## src/rtl/nz_weight_accum_pkg.sv

```systemverilog
// Shared constants, FSM state encoding and accumulator clamp helper for the
// non-zero weight accumulator of a GNNIE PE row.
package gnnie_nz_pkg;

  localparam int DIM            = 4;
  localparam int SPAD_WIDTH     = 64;
  localparam int ADDR_WIDTH     = $clog2(SPAD_WIDTH);
  localparam int WEIGHT_WIDTH   = 8;
  localparam int ACC_WIDTH      = 16;
  localparam int LANE_SUM_WIDTH = WEIGHT_WIDTH + $clog2(DIM);
  localparam int POP_WIDTH      = $clog2(DIM) + 1;
  localparam int CNT_WIDTH      = ADDR_WIDTH + 1;

  typedef enum logic [1:0] {
    IDLE  = 2'd0,
    ACCUM = 2'd1,
    DRAIN = 2'd2,
    OUT   = 2'd3
  } state_t;

  // Clamp a one-bit-wider sum back into the signed accumulator range.
  function automatic logic signed [ACC_WIDTH-1:0] clamp_acc(input logic signed [ACC_WIDTH:0] wide);
    logic signed [ACC_WIDTH-1:0] res;
    if (wide[ACC_WIDTH] != wide[ACC_WIDTH-1]) begin
      if (wide[ACC_WIDTH]) begin
        res = {1'b1, {(ACC_WIDTH-1){1'b0}}};
      end else begin
        res = {1'b0, {(ACC_WIDTH-1){1'b1}}};
      end
    end else begin
      res = wide[ACC_WIDTH-1:0];
    end
    return res;
  endfunction

endpackage

```

## src/rtl/nz_weight_accum_if.sv

```systemverilog
// Address-beat input stream and partial-sum output stream of nz_weight_accum.
// master: upstream generator / downstream consumer side; slave: the accumulator.
interface nz_weight_accum_if;
  import gnnie_nz_pkg::*;

  logic                        in_valid;
  logic                        in_ready;
  logic [ADDR_WIDTH*DIM-1:0]   in_addr;
  logic [DIM-1:0]              in_lane_vld;
  logic                        in_last;
  logic                        out_valid;
  logic                        out_ready;
  logic signed [ACC_WIDTH-1:0] out_sum;
  logic [CNT_WIDTH-1:0]        out_nnz;

  modport master (
    output in_valid, in_addr, in_lane_vld, in_last, out_ready,
    input  in_ready, out_valid, out_sum, out_nnz
  );

  modport slave (
    input  in_valid, in_addr, in_lane_vld, in_last, out_ready,
    output in_ready, out_valid, out_sum, out_nnz
  );

endinterface

```

## src/rtl/nz_weight_accum_lane_adder.sv

```systemverilog
// nz_lane_adder: combinational signed sum of DIM lane weights plus popcount
// of the lane mask. Lane weights arrive already gated to zero where masked.
module nz_lane_adder
  import gnnie_nz_pkg::*;
(
  input  logic [DIM*WEIGHT_WIDTH-1:0]      lane_w,
  input  logic [DIM-1:0]                   mask,
  output logic signed [LANE_SUM_WIDTH-1:0] sum,
  output logic [POP_WIDTH-1:0]             popcnt
);

  // Sign-extend every lane to the grown width and sum; count mask bits.
  always_comb begin
    sum    = {LANE_SUM_WIDTH{1'b0}};
    popcnt = {POP_WIDTH{1'b0}};
    for (int i = 0; i < DIM; i++) begin
      sum = sum + {{(LANE_SUM_WIDTH-WEIGHT_WIDTH){lane_w[i*WEIGHT_WIDTH+WEIGHT_WIDTH-1]}},
                   lane_w[i*WEIGHT_WIDTH +: WEIGHT_WIDTH]};
      popcnt = popcnt + {{(POP_WIDTH-1){1'b0}}, mask[i]};
    end
  end

endmodule

```

## src/rtl/nz_weight_accum.sv

```systemverilog
// nz_weight_accum: reads the weights selected by each non-zero address beat
// from a local scratchpad and accumulates them into one partial sum per
// feature vector. Optional macro NZ_ACCUM_SAT_EN makes the accumulator
// saturate (and stay clamped) instead of wrapping.
module nz_weight_accum
  import gnnie_nz_pkg::*;
(
  input  logic                    clk,
  input  logic                    reset,
  input  logic                    wr_en,
  input  logic [ADDR_WIDTH-1:0]   wr_addr,
  input  logic [WEIGHT_WIDTH-1:0] wr_data,
  output logic                    wr_err,
  nz_weight_accum_if.slave        bus
);

  state_t                             state_r, state_nx_s;
  logic                               in_ready_r, in_ready_nx_s;
  logic                               out_valid_r, out_valid_nx_s;
  logic                               hs_in_s, hs_out_s;
  logic [WEIGHT_WIDTH-1:0]            spad_r [SPAD_WIDTH];
  logic                               s1_valid_r, s1_last_r;
  logic [DIM*WEIGHT_WIDTH-1:0]        s1_w_r;
  logic [DIM-1:0]                     s1_mask_r;
  logic signed [LANE_SUM_WIDTH-1:0]   beat_sum_s;
  logic [POP_WIDTH-1:0]               beat_pop_s;
  logic signed [ACC_WIDTH-1:0]        acc_r, acc_nx_s;
  logic [CNT_WIDTH-1:0]               cnt_r;
  logic                               wr_err_r;
`ifdef NZ_ACCUM_SAT_EN
  logic                               sat_r, sat_hit_s;
  logic signed [ACC_WIDTH:0]          acc_wide_s;
`endif

  assign hs_in_s  = bus.in_valid & in_ready_r;
  assign hs_out_s = out_valid_r & bus.out_ready;

  // FSM state register.
  always_ff @(posedge clk or posedge reset) begin
    if (reset) state_r <= IDLE;
    else       state_r <= state_nx_s;
  end

  // FSM next-state logic.
  always_comb begin
    state_nx_s = state_r;
    case (state_r)
      IDLE: begin
        if (hs_in_s) state_nx_s = bus.in_last ? DRAIN : ACCUM;
        else         state_nx_s = IDLE;
      end
      ACCUM: begin
        if (hs_in_s && bus.in_last) state_nx_s = DRAIN;
        else                        state_nx_s = ACCUM;
      end
      DRAIN: begin
        // Stage 1 holds the final beat here; it retires into the accumulator this cycle.
        if (!s1_valid_r || s1_last_r) state_nx_s = OUT;
        else                          state_nx_s = DRAIN;
      end
      OUT: begin
        if (hs_out_s) state_nx_s = IDLE;
        else          state_nx_s = OUT;
      end
      default: state_nx_s = IDLE;
    endcase
  end

  // FSM output decode, evaluated on the next state so the handshake flags can be registered.
  always_comb begin
    in_ready_nx_s  = 1'b0;
    out_valid_nx_s = 1'b0;
    case (state_nx_s)
      IDLE:    begin in_ready_nx_s = 1'b1; out_valid_nx_s = 1'b0; end
      ACCUM:   begin in_ready_nx_s = 1'b1; out_valid_nx_s = 1'b0; end
      DRAIN:   begin in_ready_nx_s = 1'b0; out_valid_nx_s = 1'b0; end
      OUT:     begin in_ready_nx_s = 1'b0; out_valid_nx_s = 1'b1; end
      default: begin in_ready_nx_s = 1'b0; out_valid_nx_s = 1'b0; end
    endcase
  end

  // Registered handshake flags.
  always_ff @(posedge clk or posedge reset) begin
    if (reset) begin
      in_ready_r  <= 1'b1;
      out_valid_r <= 1'b0;
    end else begin
      in_ready_r  <= in_ready_nx_s;
      out_valid_r <= out_valid_nx_s;
    end
  end

  // Weight scratchpad: writes only land while idle; contents are not reset.
  always_ff @(posedge clk) begin
    if (wr_en && (state_r == IDLE)) spad_r[wr_addr] <= wr_data;
  end

  // Sticky flag for writes that arrive while a vector is in flight.
  always_ff @(posedge clk or posedge reset) begin
    if (reset)                               wr_err_r <= 1'b0;
    else if (wr_en && (state_r != IDLE))     wr_err_r <= 1'b1;
  end

  // Stage 1: fetch and mask the lane weights of an accepted beat.
  always_ff @(posedge clk or posedge reset) begin
    if (reset) begin
      s1_valid_r <= 1'b0;
      s1_last_r  <= 1'b0;
      s1_w_r     <= {(DIM*WEIGHT_WIDTH){1'b0}};
      s1_mask_r  <= {DIM{1'b0}};
    end else begin
      s1_valid_r <= hs_in_s;
      if (hs_in_s) begin
        s1_last_r <= bus.in_last;
        s1_mask_r <= bus.in_lane_vld;
        for (int i = 0; i < DIM; i++) begin
          s1_w_r[i*WEIGHT_WIDTH +: WEIGHT_WIDTH] <= bus.in_lane_vld[i] ?
            spad_r[bus.in_addr[i*ADDR_WIDTH +: ADDR_WIDTH]] : {WEIGHT_WIDTH{1'b0}};
        end
      end
    end
  end

  nz_lane_adder u_lane_adder (
    .lane_w (s1_w_r),
    .mask   (s1_mask_r),
    .sum    (beat_sum_s),
    .popcnt (beat_pop_s)
  );

`ifdef NZ_ACCUM_SAT_EN
  // Stage 2 update with saturation; once clamped the sum is frozen for the vector.
  always_comb begin
    acc_wide_s = {acc_r[ACC_WIDTH-1], acc_r} +
                 {{(ACC_WIDTH+1-LANE_SUM_WIDTH){beat_sum_s[LANE_SUM_WIDTH-1]}}, beat_sum_s};
    sat_hit_s  = (acc_wide_s[ACC_WIDTH] != acc_wide_s[ACC_WIDTH-1]);
    if (sat_r) acc_nx_s = acc_r;
    else       acc_nx_s = clamp_acc(acc_wide_s);
  end

  // Saturation latch, cleared with the accumulator when the result is taken.
  always_ff @(posedge clk or posedge reset) begin
    if (reset)                         sat_r <= 1'b0;
    else if (hs_out_s)                 sat_r <= 1'b0;
    else if (s1_valid_r && sat_hit_s)  sat_r <= 1'b1;
  end
`else
  // Stage 2 update with two's-complement wrap.
  always_comb begin
    acc_nx_s = acc_r + {{(ACC_WIDTH-LANE_SUM_WIDTH){beat_sum_s[LANE_SUM_WIDTH-1]}}, beat_sum_s};
  end
`endif

  // Stage 2: accumulator and lane count, cleared when the result is consumed.
  always_ff @(posedge clk or posedge reset) begin
    if (reset) begin
      acc_r <= {ACC_WIDTH{1'b0}};
      cnt_r <= {CNT_WIDTH{1'b0}};
    end else if (hs_out_s) begin
      acc_r <= {ACC_WIDTH{1'b0}};
      cnt_r <= {CNT_WIDTH{1'b0}};
    end else if (s1_valid_r) begin
      acc_r <= acc_nx_s;
      cnt_r <= cnt_r + {{(CNT_WIDTH-POP_WIDTH){1'b0}}, beat_pop_s};
    end
  end

  assign bus.in_ready  = in_ready_r;
  assign bus.out_valid = out_valid_r;
  assign bus.out_sum   = acc_r;
  assign bus.out_nnz   = cnt_r;
  assign wr_err        = wr_err_r;

endmodule
```

## src/flat_wrapper.sv

```systemverilog
// flat-port wrapper written by rule: the top's interface ports become plain ports
module nz_weight_accum_flat import gnnie_nz_pkg::*;
  (clk, reset, wr_en, wr_addr, wr_data, wr_err, bus_in_valid, bus_in_addr, bus_in_lane_vld, bus_in_last, bus_out_ready, bus_in_ready, bus_out_valid, bus_out_sum, bus_out_nnz);
  nz_weight_accum_if bus_i ();
  input  logic clk;
  input  logic reset;
  input  logic wr_en;
  input  logic [ADDR_WIDTH-1:0] wr_addr;
  input  logic [WEIGHT_WIDTH-1:0] wr_data;
  output logic wr_err;
  input wire logic [$bits(bus_i.in_valid)-1:0] bus_in_valid;
  input wire logic [$bits(bus_i.in_addr)-1:0] bus_in_addr;
  input wire logic [$bits(bus_i.in_lane_vld)-1:0] bus_in_lane_vld;
  input wire logic [$bits(bus_i.in_last)-1:0] bus_in_last;
  input wire logic [$bits(bus_i.out_ready)-1:0] bus_out_ready;
  output wire logic [$bits(bus_i.in_ready)-1:0] bus_in_ready;
  output wire logic [$bits(bus_i.out_valid)-1:0] bus_out_valid;
  output wire logic [$bits(bus_i.out_sum)-1:0] bus_out_sum;
  output wire logic [$bits(bus_i.out_nnz)-1:0] bus_out_nnz;
  assign bus_i.in_valid = bus_in_valid;
  assign bus_i.in_addr = bus_in_addr;
  assign bus_i.in_lane_vld = bus_in_lane_vld;
  assign bus_i.in_last = bus_in_last;
  assign bus_i.out_ready = bus_out_ready;
  assign bus_in_ready = bus_i.in_ready;
  assign bus_out_valid = bus_i.out_valid;
  assign bus_out_sum = bus_i.out_sum;
  assign bus_out_nnz = bus_i.out_nnz;
  nz_weight_accum u_core (.clk(clk), .reset(reset), .wr_en(wr_en), .wr_addr(wr_addr), .wr_data(wr_data), .wr_err(wr_err), .bus(bus_i));
endmodule
```

## config.mk

```make
export PLATFORM = sky130hd
export DESIGN_NAME = nz_weight_accum_flat
export DESIGN_NICKNAME = d
export VERILOG_FILES = /design/src/rtl/nz_weight_accum_pkg.sv /design/src/rtl/nz_weight_accum_if.sv /design/src/rtl/nz_weight_accum_lane_adder.sv /design/src/rtl/nz_weight_accum.sv /design/src/flat_wrapper.sv
export SDC_FILE = /design/constraint.sdc
export NUM_CORES = 1
export LEC_CHECK = 0
export CAP_MARGIN = 20
export CORE_MARGIN = 2
export CORE_UTILIZATION = 45
export DETAILED_ROUTE_END_ITERATION = 8
export GPL_TIMING_DRIVEN = 1
export SLEW_MARGIN = 10
export SYNTH_ARGS = -nofsm -noshare
export SYNTH_HDL_FRONTEND = slang
export SYNTH_HIERARCHICAL = 1
export SYNTH_SLANG_ARGS = --single-unit
```

## constraint.sdc

```tcl
create_clock -name clk -period 9.6 [get_ports clk]
set_clock_uncertainty 0.05 [all_clocks]
set_input_delay 2.4 -clock clk [delete_from_list [all_inputs] [get_ports clk]]
set_output_delay 2.4 -clock clk [all_outputs]
set_load 0.02 [all_outputs]
```

# Word-level counts from Yosys, hierarchy flattened
# Memory sizes are Yosys's and may differ from the RTL's.
# Cells that the tools add are included.
word_totals:
  ff_bits: 66
  latch_bits: 0
  ram_bits: 512
  rom_bits: 0
  inputBits: 48
  out_inout_bits: 26
  word_cells: 57
  memories: 1
op_classes:
  n_addsub: 8
  mul: 0
  n_div: 0
  order_cmp: 0
  eq_ne: 6
  n_shift: 0
  muxes: 18
  bitwise_logic: 2
  reduce_logical: 12
memory_table:
  columns: ["name", "depth", "word_bits", "rd", "rd_ports_with_merged_regs", "wr", "line", "source"]
  rows:
  - ["u_core.spad_r", 64, 8, 4, 0, 1, "nz_weight_accum.sv:21", "logic [WEIGHT_WIDTH-1:0] spad_r [SPAD_WIDTH];"]
ops:
  columns: ["cell", "count"]
  rows:
  - ["2-to-1 mux 16 bit", 2]
  - ["2-to-1 mux 8 bit", 4]
  - ["adder 16 bit", 1]
  - ["2-to-1 mux 7 bit", 2]
  - ["adder 10 bit", 1]
  - ["adder 9 x 8 -> 10 bit", 1]
  - ["adder 8 x 8 -> 9 bit", 1]
  - ["== test 2 bit (second input constant)", 4]
  - ["2-to-1 mux 2 bit", 4]
  - ["case mux 2 bit (4 select lines)", 1]
  - ["adder 7 x 3 -> 7 bit", 1]
  - ["== test 2 x 1 -> 1 bit (second input constant)", 2]
  - ["logical NOT 2 bit", 2]
  - ["case mux 1 bit (2 select lines)", 2]
  - ["nonzero test 2 bit", 2]
  - ["OR reduction 2 bit", 2]
  - ["adder 2 x 1 -> 3 bit", 1]
  - ["adder 3 x 1 -> 3 bit", 1]
  - ["logical AND 1 bit", 3]
  - ["2-to-1 mux 1 bit", 3]
  - ["OR reduction 3 bit", 1]
  - ["adder 1 x 1 -> 2 bit", 1]
  - ["bitwise AND 1 bit", 2]
  - ["logical NOT 1 bit", 1]
  - ["logical OR 1 bit", 1]

# Logic depth before layout (Yosys ltp)
# Gate-level depths: netlist of run 1.
logic_depth:
  depth_word: 7
  ltp_mapped: 21

# Cells and area by module
# Netlist of run 1, hierarchy kept.
modules_own_cells:
  columns: ["module", "instances", "cells_per_inst", "area_each_um2", "seq_area_each_um2"]
  rows:
  - ["nz_weight_accum", 1, 2082, 35678.0, 17027.6]
  - ["nz_lane_adder", 1, 114, 965.9, 0.0]

# Worst setup path after synthesis of run 1
# Ideal clock, no wire load.
synth_path:
  path_type: "reg-to-reg"
  from: "register u_core.s1_w_r[0]"
  to: "register u_core.acc_r[13], in the netlist u_core/bus.out_sum[13]"
  setup_ps: 137
  arrival_ps: 4799
  t_required_ps: 9413
  path_slack_ps: 4614
  path_stages_with_launch: 21
  n_path_buf: 0
  path_cell_list: "dfrtp_1 ha_1 inv_1 fa_1 nor2b_4 o31a_1 or4b_1 nand3_1 fa_1 ha_1 a21oi_1 o21a_1 o31ai_1 xnor2_1 ha_1 and2_1 and3_1 a221oi_1 o21ai_0 xnor2_1 a21oi_1"
synth_via:
  elab_chain_len: 6
synth_lines:
  columns: ["item", "line", "source"]
  rows:
  - ["start, declared", "nz_weight_accum.sv:23", "logic [DIM*WEIGHT_WIDTH-1:0] s1_w_r;"]
  - ["start signal, assigned", "nz_weight_accum.sv:109", "s1_w_r <= {(DIM*WEIGHT_WIDTH){1'b0}};"]
  - ["start signal, assigned by index", "nz_weight_accum.sv:117", "s1_w_r[i*WEIGHT_WIDTH +: WEIGHT_WIDTH] <= bus.in_lane_vld[i] ?"]
  - ["adder 8 x 8 -> 9 bit", "nz_weight_accum_lane_adder.sv:17", "sum = sum + {{(LANE_SUM_WIDTH-WEIGHT_WIDTH){lane_w[i*WEIGHT_WIDTH+WEIGHT_WIDTH-1]}},"]
  - ["adder 9 x 8 -> 10 bit", "nz_weight_accum_lane_adder.sv:17", null]
  - ["adder 10 bit", "nz_weight_accum_lane_adder.sv:17", null]
  - ["named net u_core.beat_sum_s[9]", "nz_weight_accum.sv:25", "logic signed [LANE_SUM_WIDTH-1:0] beat_sum_s;"]
  - ["adder 16 bit", "nz_weight_accum.sv:150", "acc_nx_s = acc_r + {{(ACC_WIDTH-LANE_SUM_WIDTH){beat_sum_s[LANE_SUM_WIDTH-1]}}, beat_sum_s};"]
  - ["2-to-1 mux 16 bit", "nz_weight_accum.sv:162", "end else if (s1_valid_r) begin"]
  - ["2-to-1 mux 16 bit", "nz_weight_accum.sv:159", "end else if (hs_out_s) begin"]
  - ["end signal, assigned", "nz_weight_accum.sv:157", "acc_r <= {ACC_WIDTH{1'b0}};"]
  - ["end signal, assigned", "nz_weight_accum.sv:160", "acc_r <= {ACC_WIDTH{1'b0}};"]
  - ["end signal, assigned", "nz_weight_accum.sv:163", "acc_r <= acc_nx_s;"]
  - ["end, declared", "nz_weight_accum.sv:27", "logic signed [ACC_WIDTH-1:0] acc_r, acc_nx_s;"]
# The timed path passes the listed nets, and every way through them passes these cells. The select of a mux whose other input is x is not followed.
# A chain may end at the register's enable or synchronous reset.

# Worst setup path after layout of run 1
layout_path:
  from: "register u_core.s1_w_r[8]"
  to: "register u_core.acc_r[13], in the netlist u_core/bus.out_sum[13]"
# The elaborated chain is that of the path after synthesis.

==> results of run 1 <==
stage by stage:
| step | hold slack [ns] | std cells |
|---|---|---|
| 6_report | 0.422 | 3380 |
| 5_1_grt | 0.432 | 3379 |
| 4_1_cts | 0.423 | 3374 |
| 3_5_place_dp | 0.409 | 3245 |
| 3_3_place_gp | 0.402 | 3228 |
| 2_1_floorplan | 0.396 | 2196 |
cell families (layout without fill, tap and decap cells):
family / after synthesis / after routing / share of synthesized area
AO/OA/AOI/OAI: 231 / 231 / 0.0437
XOR/XNOR: 22 / 22 / 0.00526
adder cells (fa/ha/maj): 50 / 50 / 0.0199
buffers and inverters: 222 / 345 / 0.0321
flip-flops: 578 / 578 / 0.465
multiplexers: 726 / 726 / 0.387
other: 0 / 1 / 0
AND/OR/NAND/NOR: 367 / 367 / 0.0469
cell usage after synthesis (4+ instances only):
cell type  count
or3_1         10
a2111oi_0     10
o211ai_1       9
ha_1          36
nand2_1       62
buf_4         29
nand3_1       28
a211oi_1      48
mux2_2        27
mux2i_1      151
mux4_2       538
o21ai_0       19
nor3_1        24
nand3b_1       4
nor2_1       164
mux4_1        10
and3_1         6
edfxtp_1     512
a221oi_1       5
a21o_1         7
dfrtp_1       65
o22ai_1       23
o221ai_1      15
a211o_1        5
xnor2_1       15
nor2b_1       32
nand4_1        9
buf_6         15
clkbuf_1      47
a2111oi_2      7
buf_1         22
o21a_1         5
nand4b_1       4
inv_1         43
xor2_1         7
a21oi_1       60
fa_1          14
buf_2         62
routing by layer:
metal | vias up | track usage | wire length, um
met2 | 1707 | 0.474 | 58700
li1 | 9531 | - | -
met5 | - | 0 | 26
met4 | 4 | 0.144 | 6740
met3 | 272 | 0.0736 | 14300
met1 | 12900 | 0.411 | 46900
final cells by class:
class / count / area share
multi-input combinational: 1396 / 0.451
clock buffer: 94 / 0.0489
clock inverter: 35 / 0.00934
tap: 1060 / 0.0325
timing repair buffer: 172 / 0.0371
sequential: 578 / 0.417
antenna: 1 / 0.0000612
inverter: 44 / 0.00404
power by group through the flow:
stage	Sequential, uW	Combinational [uW]	Clock (uW)
floorplan	3060	2690	0
global placement	3070	3570	0
detailed placement	3070	3620	0
CTS	3020	3640	2790
global route	3040	4060	2890
finish	3040	3660	2750
worst max path at each step:
stage	startpoint	endpoint	cells past startpoint	slack, ns
final	u_core/s1_w_r[8]	u_core/bus.out_sum[13]	20	4.05
after global routing	u_core/s1_w_r[0]	u_core/bus.out_sum[13]	20	3.62
after CTS	u_core/s1_w_r[8]	u_core/bus.out_sum[13]	20	4.06
after detailed placement	bus_in_addr[19]	u_core/s1_w_r[29]	7	3.42
after global placement	bus_in_addr[19]	u_core/s1_w_r[29]	7	3.43
after floorplan	u_core/s1_w_r[0]	u_core/bus.out_sum[13]	20	4.61
layout by cell type, fill, tap and decap left out, types with 12 or more instances in the layout:
| master | n |
|---|---|
| mux4_2 | 538 |
| a21oi_1 | 60 |
| dfrtp_1 | 65 |
| clkbuf_16 | 76 |
| nor2_1 | 164 |
| buf_4 | 88 |
| clkdlybuf4s50_1 | 49 |
| fa_1 | 14 |
| inv_1 | 42 |
| a211oi_1 | 47 |
| mux2_2 | 27 |
| ha_1 | 36 |
| xnor2_1 | 15 |
| nand3_1 | 28 |
| buf_6 | 12 |
| clkbuf_1 | 15 |
| o21ai_0 | 19 |
| nand2_1 | 62 |
| buf_2 | 12 |
| mux2i_1 | 151 |
| nor2b_1 | 32 |
| o221ai_1 | 15 |
| o22ai_1 | 23 |
| nor3_1 | 24 |
| edfxtp_1 | 512 |
worst reg2reg max path, delay by kind of cell, from the launching register on:
family | cells | cell delay [ns]
adders and majority gates | 5 | 1.68
and+or+nand+nor | 5 | 1.04
xor gates and xnor gates | 2 | 0.82
AOI/OAI and AO/OA | 7 | 1.33
buffers and inverters | 1 | 0.09
DFF | 1 | 0.39
state kept, by name (all words and copies together) (netlist names), 2 cells and up:
| register | flops |
|---|---|
| u_core/bus.out_sum | 16 |
| u_core/s1_mask_r | 4 |
| u_core/state_r | 2 |
| u_core/spad_r | 512 |
| u_core/bus.out_nnz | 7 |
| u_core/s1_w_r | 32 |
==> qor.yml, run 1 <==
outcome:
  status: "complete, no violations"
logic_synthesis:
  synth_seq_cells: 578
  synth_edf_count: 512
  synth_warnings: 6
  synth_top_cell_area_share: 0.420
  avgSynthCellArea_um2: 16.7
  synth_area_mm2: 0.0366
  synth.top_cells.by_area: "edfxtp_1 (42%), mux4_2 (33%), dfrtp_1 (4.4%)"
  async_flop_share: 0.114
  ys_seq_area_frac: 0.465
  synth_ff_type: "edfxtp_1"
  synth_fp_nets: 2294
  yosysTopAreaCell: "edfxtp_1"
  synthCells: 2196
  synth_cell_types: 67
drt:
  drc_errors: 0
  vias: 24400
  wl_um: 127000
  wl_per_cell_um: 37.5
  drt_pass1_iterations: 7
  first_iter_violations: 3493
  vias_per_cell: 7.23
  ant_nets: 0
sta:
  min_period_ns: 5.55
  rsz0062_at_grt: "false"
  finalMaxSlewViolations: 0
  setup_ws_ns: 4.05
  relSlewSlack: 0.179
  timing.final.crit_share: 0.578
  tightestPinTransition_ns: 1.23
  setup_viol: 0
  setup_tns_ns: 0
  hold_viol_final: 0
  maxClockFrequency_ghz: 0.180
clocking:
  htree_levels: 3
  cts_hold_buffers: 0
  postCtsSetupRepairBufs: 0
  cts_tree: "yes"
  numCtsBuffers: 70
  cts.repair.resized: 0
  clk_pin_slew_ns: 0.06
  clk_path_buf_depth: 3
  insertion_delay_ns: 0.63
  root_buffer: "clkbuf_16"
  cts.sinks: 578
pwr:
  p_seq_frac: 0.321
  p_int_uw: 6090
  p_sw_uw: 3360
  finalPower_uw: 9450
  p_leak_uw: 0.0137
  clkPwrFrac: 0.291
  vdd_drop_max_uv: 273
  comb_power_share: 0.387
  power_switching_share: 0.355
  p_per_area_mw_per_mm2: 231
worst_setup_path:
  r2r_end: "u_core/bus.out_sum[13]"
  timing.rr.start: "u_core/s1_w_r[8]"
  worstPathArrival_ns: 5.97
  path_max_fanout: 9
  crit_path_frequent_cell: "ha_1"
  crit_buf_inv: 1
  critPathTopFamily: "adder cells"
  cp.required_ns: 10.02
  ff2ff_path_depth: 20
  r2r_slack_ns: 4.05
  cp-end-kind: "register"
  worst_setup_path_start_kind: "register"
  crit_type: "reg -> reg"
  critPathMaxStageDelay_ns: 0.66
  cp_slowest_cell: "xnor2_1"
  path_cells: "ha_1, inv_1, fa_1, nor2b_4, o31a_1, or4b_1, nand3_1, fa_1, ha_1, a21oi_1, o21a_1, o31ai_1, xnor2_1, ha_1, and2_1, and3_1, a221oi_1, o21ai_0, xnor2_1, a21oi_1"
place:
  port_buffers: 73
  dpl_cell_area_mm2: 0.0384
  dp_worst_setup_slack_ns: 3.42
  gp_congestion: 1.07
  hpwl_um: 84800
hold_path:
  worstHoldStart: "u_core/wr_err"
  hold_path_class: "reg -> reg"
  hold_end: "u_core/wr_err"
  hold_depth: 1
global_route:
  overflow: 0
  grt_max_degree: 85
  antenna_found_initial: 2
  grt_pass1_wl_um: 179000
  grt_pass1_vias: 23700
  track_usage: 0.306
final_layout:
  nFillCells: 6467
  drive_gt1_frac: 0.349
  seq_area_mm2: 0.0170
  fin_nets: 2360
  multiInputGateArea_mm2: 0.0184
  postLayoutCoreUtil: 0.507
  stdcell_area_mm2: 0.0409
  area_delta_synth_final_pct: 11.5
floorplanning:
  die_area_mm2: 0.0837
  die_x_um: 289
  core_mm2: 0.0805
  die_h_um: 289
  io_pins: 74
  std_cell_rows: 104
  start_util: 0.455
run:
  maxCapViolations: 0
Note: power is estimated with default switching activity, not from simulation.
==> run 2, diff against run 1 <==
- clock period: 9.6 -> 5.4 ns (I/O delays scaled with it)
==> run 2 against run 1 <==
  * Critical path depth increased by 2
  * Count of clock-buffer cells in the layout decreased by 8
  * Utilization increased by 0.44 points
  * Routed wire length increased by 3.0%
  * Global-route usage increased by 1.0 points
  * Highest routed layer is now met4
  * Fmax increased by 7.1%
  * Sequential share of layout area decreased by 0.36 points
==> qor.yml, run 2 (synthesis gave the netlist of run 1 again) <==
drt:
  ant_nets: 0  # unchanged
  vias: 24500  # was 24.4k
  first_iter_violations: 3590  # was 3,493
  drt_pass1_iterations: 6  # was 7
  wl_um: 130000  # was 127,000 um
  vias_per_cell: 7.14  # was 7.23
  wl_per_cell_um: 37.9  # was 37.5 um
  drc_errors: 0  # unchanged
sta:
  min_period_ns: 5.18  # was 5.55 ns
  whs_ns: 0.429  # was 0.422 ns
  hold_viol_final: 0  # unchanged
  tightestPinTransition_ns: 0.963  # was 1.23 ns
  finalMaxSlewViolations: 0  # unchanged
  relSlewSlack: 0.341  # was 0.179
  maxClockFrequency_ghz: 0.193  # was 0.180 GHz
  timing.final.crit_share: 0.960  # was 0.578
  setup_viol: 0  # unchanged
final_layout:
  largest_register_ffs: 512  # unchanged
  area_delta_synth_final_pct: 12.5  # was 11.5%
  fin_nets: 2426  # was 2,360
  nFillCells: 6534  # was 6,467
  final_cell_mix: "mux4_2 (538), edfxtp_1 (512), nor2_1 (164)"  # unchanged
  n_antenna_cell: 0  # was 1
  drive_gt1_frac: 0.367  # was 0.349
  fin_cells: 3439  # was 3,380
  max_flop_register: "u_core/spad_r"  # unchanged
  stdcell_area_mm2: 0.0412  # was 0.0409 mm2
  final_common_cell: "mux4_2"  # unchanged
floorplanning:
  die_area_mm2: 0.0837  # unchanged
  start_util: 0.455  # unchanged
  die_x_um: 289  # unchanged
  core_mm2: 0.0805  # unchanged
  die_h_um: 289  # unchanged
  std_cell_rows: 104  # unchanged
  io_pins: 74  # unchanged
pwr:
  p_seq_frac: 0.317  # was 0.321
  comb_power_share: 0.407  # was 0.387
  p_leak_uw: 0.0139  # was 0.0137 uW
  clkPwrFrac: 0.276  # was 0.291
  p_int_uw: 10800  # was 6090 uW
  p_sw_uw: 6090  # was 3360 uW
  p_per_area_mw_per_mm2: 409  # was 231 mW/mm2
  power_switching_share: 0.361  # was 0.355
  finalPower_uw: 16900  # was 9450 uW
  vdd_drop_max_uv: 486  # was 273 uV
clocking:
  clk_path_buf_depth: 3  # unchanged
  root_buffer: "clkbuf_16"  # unchanged
  insertion_delay_ns: 0.61  # was 0.63 ns
  cts_hold_buffers: 0  # unchanged
  cts_tree: "yes"  # unchanged
  numCtsBuffers: 69  # was 70
  cts.sinks: 578  # unchanged
  postCtsSetupRepairBufs: 0  # unchanged
  htree_levels: 3  # unchanged
  clk_pin_slew_ns: 0.06  # about the same
outcome:
  status: "complete, no violations"  # unchanged
place:
  hpwl_um: 90100  # was 84,800 um
  gp_congestion: 0.950  # was 1.07
  dpl_cell_area_mm2: 0.0390  # was 0.0384 mm2
  port_buffers: 73  # unchanged
  post-place-cells: 3317  # was 3,245
worst_setup_path:
  crit_type: "reg -> reg"  # unchanged
  cp.required_ns: 5.81  # was 10.02 ns
  cp_slowest_cell: "or4b_1"  # was xnor2_1
  worst_setup_path_start_kind: "register"  # unchanged
  cp-startpoint: "u_core/s1_w_r[0]"  # was u_core/s1_w_r[8]
  critPathTopFamily: "adder cells"  # unchanged
  crit_buf_inv: 3  # was 1
  timing.rr.start: "u_core/s1_w_r[0]"  # was u_core/s1_w_r[8]
  path_cells: "ha_1, inv_1, fa_2, nor2b_4, o31a_1, or4b_1, nand3_1, fa_1, ha_1, buf_4, nand3_1, nand2_1, a221o_1, a211o_1, ha_1, and3_1, and3_1, a221oi_2, buf_4, xnor2_1, mux2i_1, nor2_1"  # was ha_1, inv_1, fa_1, nor2b_4, o31a_1, or4b_1, nand3_1, fa_1, ha_1, a21oi_1, o21a_1, o31ai_1, xnor2_1, ha_1, and2_1, and3_1, a221oi_1, o21ai_0, xnor2_1, a21oi_1
  cp-end-kind: "register"  # unchanged
  critPathMaxStageDelay_ns: 0.48  # was 0.66 ns
  worstPathArrival_ns: 5.59  # was 5.97 ns
  path_max_fanout: 6  # was 9
  crit_path_frequent_cell: "ha_1"  # unchanged
hold_path:
  hold_path_class: "reg -> reg"  # unchanged
  worstHoldStart: "u_core/wr_err"  # unchanged
run:
  maxCapViolations: 0  # unchanged
global_route:
  track_usage: 0.316  # was 0.306
  grt_pass1_wl_um: 184000  # was 179,000 um
  antenna_found_initial: 2  # unchanged
  grt_max_degree: 65  # was 85
  grt_pass1_vias: 24200  # was 23.7k
  overflow: 0  # unchanged
## run 2: power by group through the flow
stage | clock, uW | combinational (uW) | sequential [uW]
2_1_floorplan | 0 | 4790 | 5430
3_3_place_gp | 0 | 6600 | 5420
3_5_place_dp | 0 | 6680 | 5430
4_1_cts | 4710 | 6720 | 5330
5_1_grt | 4880 | 7560 | 5360
6_report | 4640 | 6870 | 5340
## run 2: what timing repair did
| action | CTS | global route |
|---|---|---|
| endpoints found under the hold margin | 0 | 0 |
| endpoints found under the setup margin | 0 | 5 |
| resized for setup | 0 | 6 |
## run 2: final cells by class
class,count,area [um2],area share
flip-flops and latches,578,17000,0.413
repair buffers,239,2040,0.0496
clock inverters,36,355,0.00862
inverters,44,165,0.00401
multi-input cells,1396,18500,0.448
clock buffers,86,1840,0.0447
well taps,1060,1330,0.0322
## run 2: worst reg2reg max path, delay by kind of cell (launching register included)
family / cells / cell delay, ns
fa+ha+maj: 5 / 1.60
simple gates: 8 / 1.30
compound gates: 4 / 1.10
buf+inv: 3 / 0.40
flops: 1 / 0.38
mux: 1 / 0.14
xor+xnor: 1 / 0.05
## run 2: final timing paths
check / endpoint / slack (ns) / depth (start not counted)
hold reg to reg: u_core/wr_err / 0.43 / 1
setup / recovery: u_core/bus.out_sum[11] / 0.22 / 22
setup reg to reg: u_core/bus.out_sum[11] / 0.22 / 22
hold / removal: u_core/wr_err / 0.43 / 1
max in group asynchronous: u_core/s1_w_r[23] / 3.10 / 3
min in group asynchronous: u_core/wr_err / 1.15 / 2
## run 2: metal layers
layer,up-vias,track usage,routed length [um]
li1,9654,-,-
met1,13100,0.434,50100
met2,1538,0.498,61600
met3,249,0.0603,12600
met4,0,0.134,6140
met5,-,0,0
## run 2: per-stage QoR
stage          TNS [ns]  setup slack (ns)   util
6_report              0             0.219  0.512
5_1_grt         -0.0399           -0.0393  0.512
4_1_cts               0            0.0911  0.512
3_5_place_dp          0             0.136  0.484
3_3_place_gp          0             0.133  0.484
2_1_floorplan         0             0.414      -
==> run 3, diff against run 2 <==
- CTS_CLUSTER_DIAMETER: default -> 100
==> results of run 3 <==
The final DEF is identical to that of run 2; final timing and power are the same.
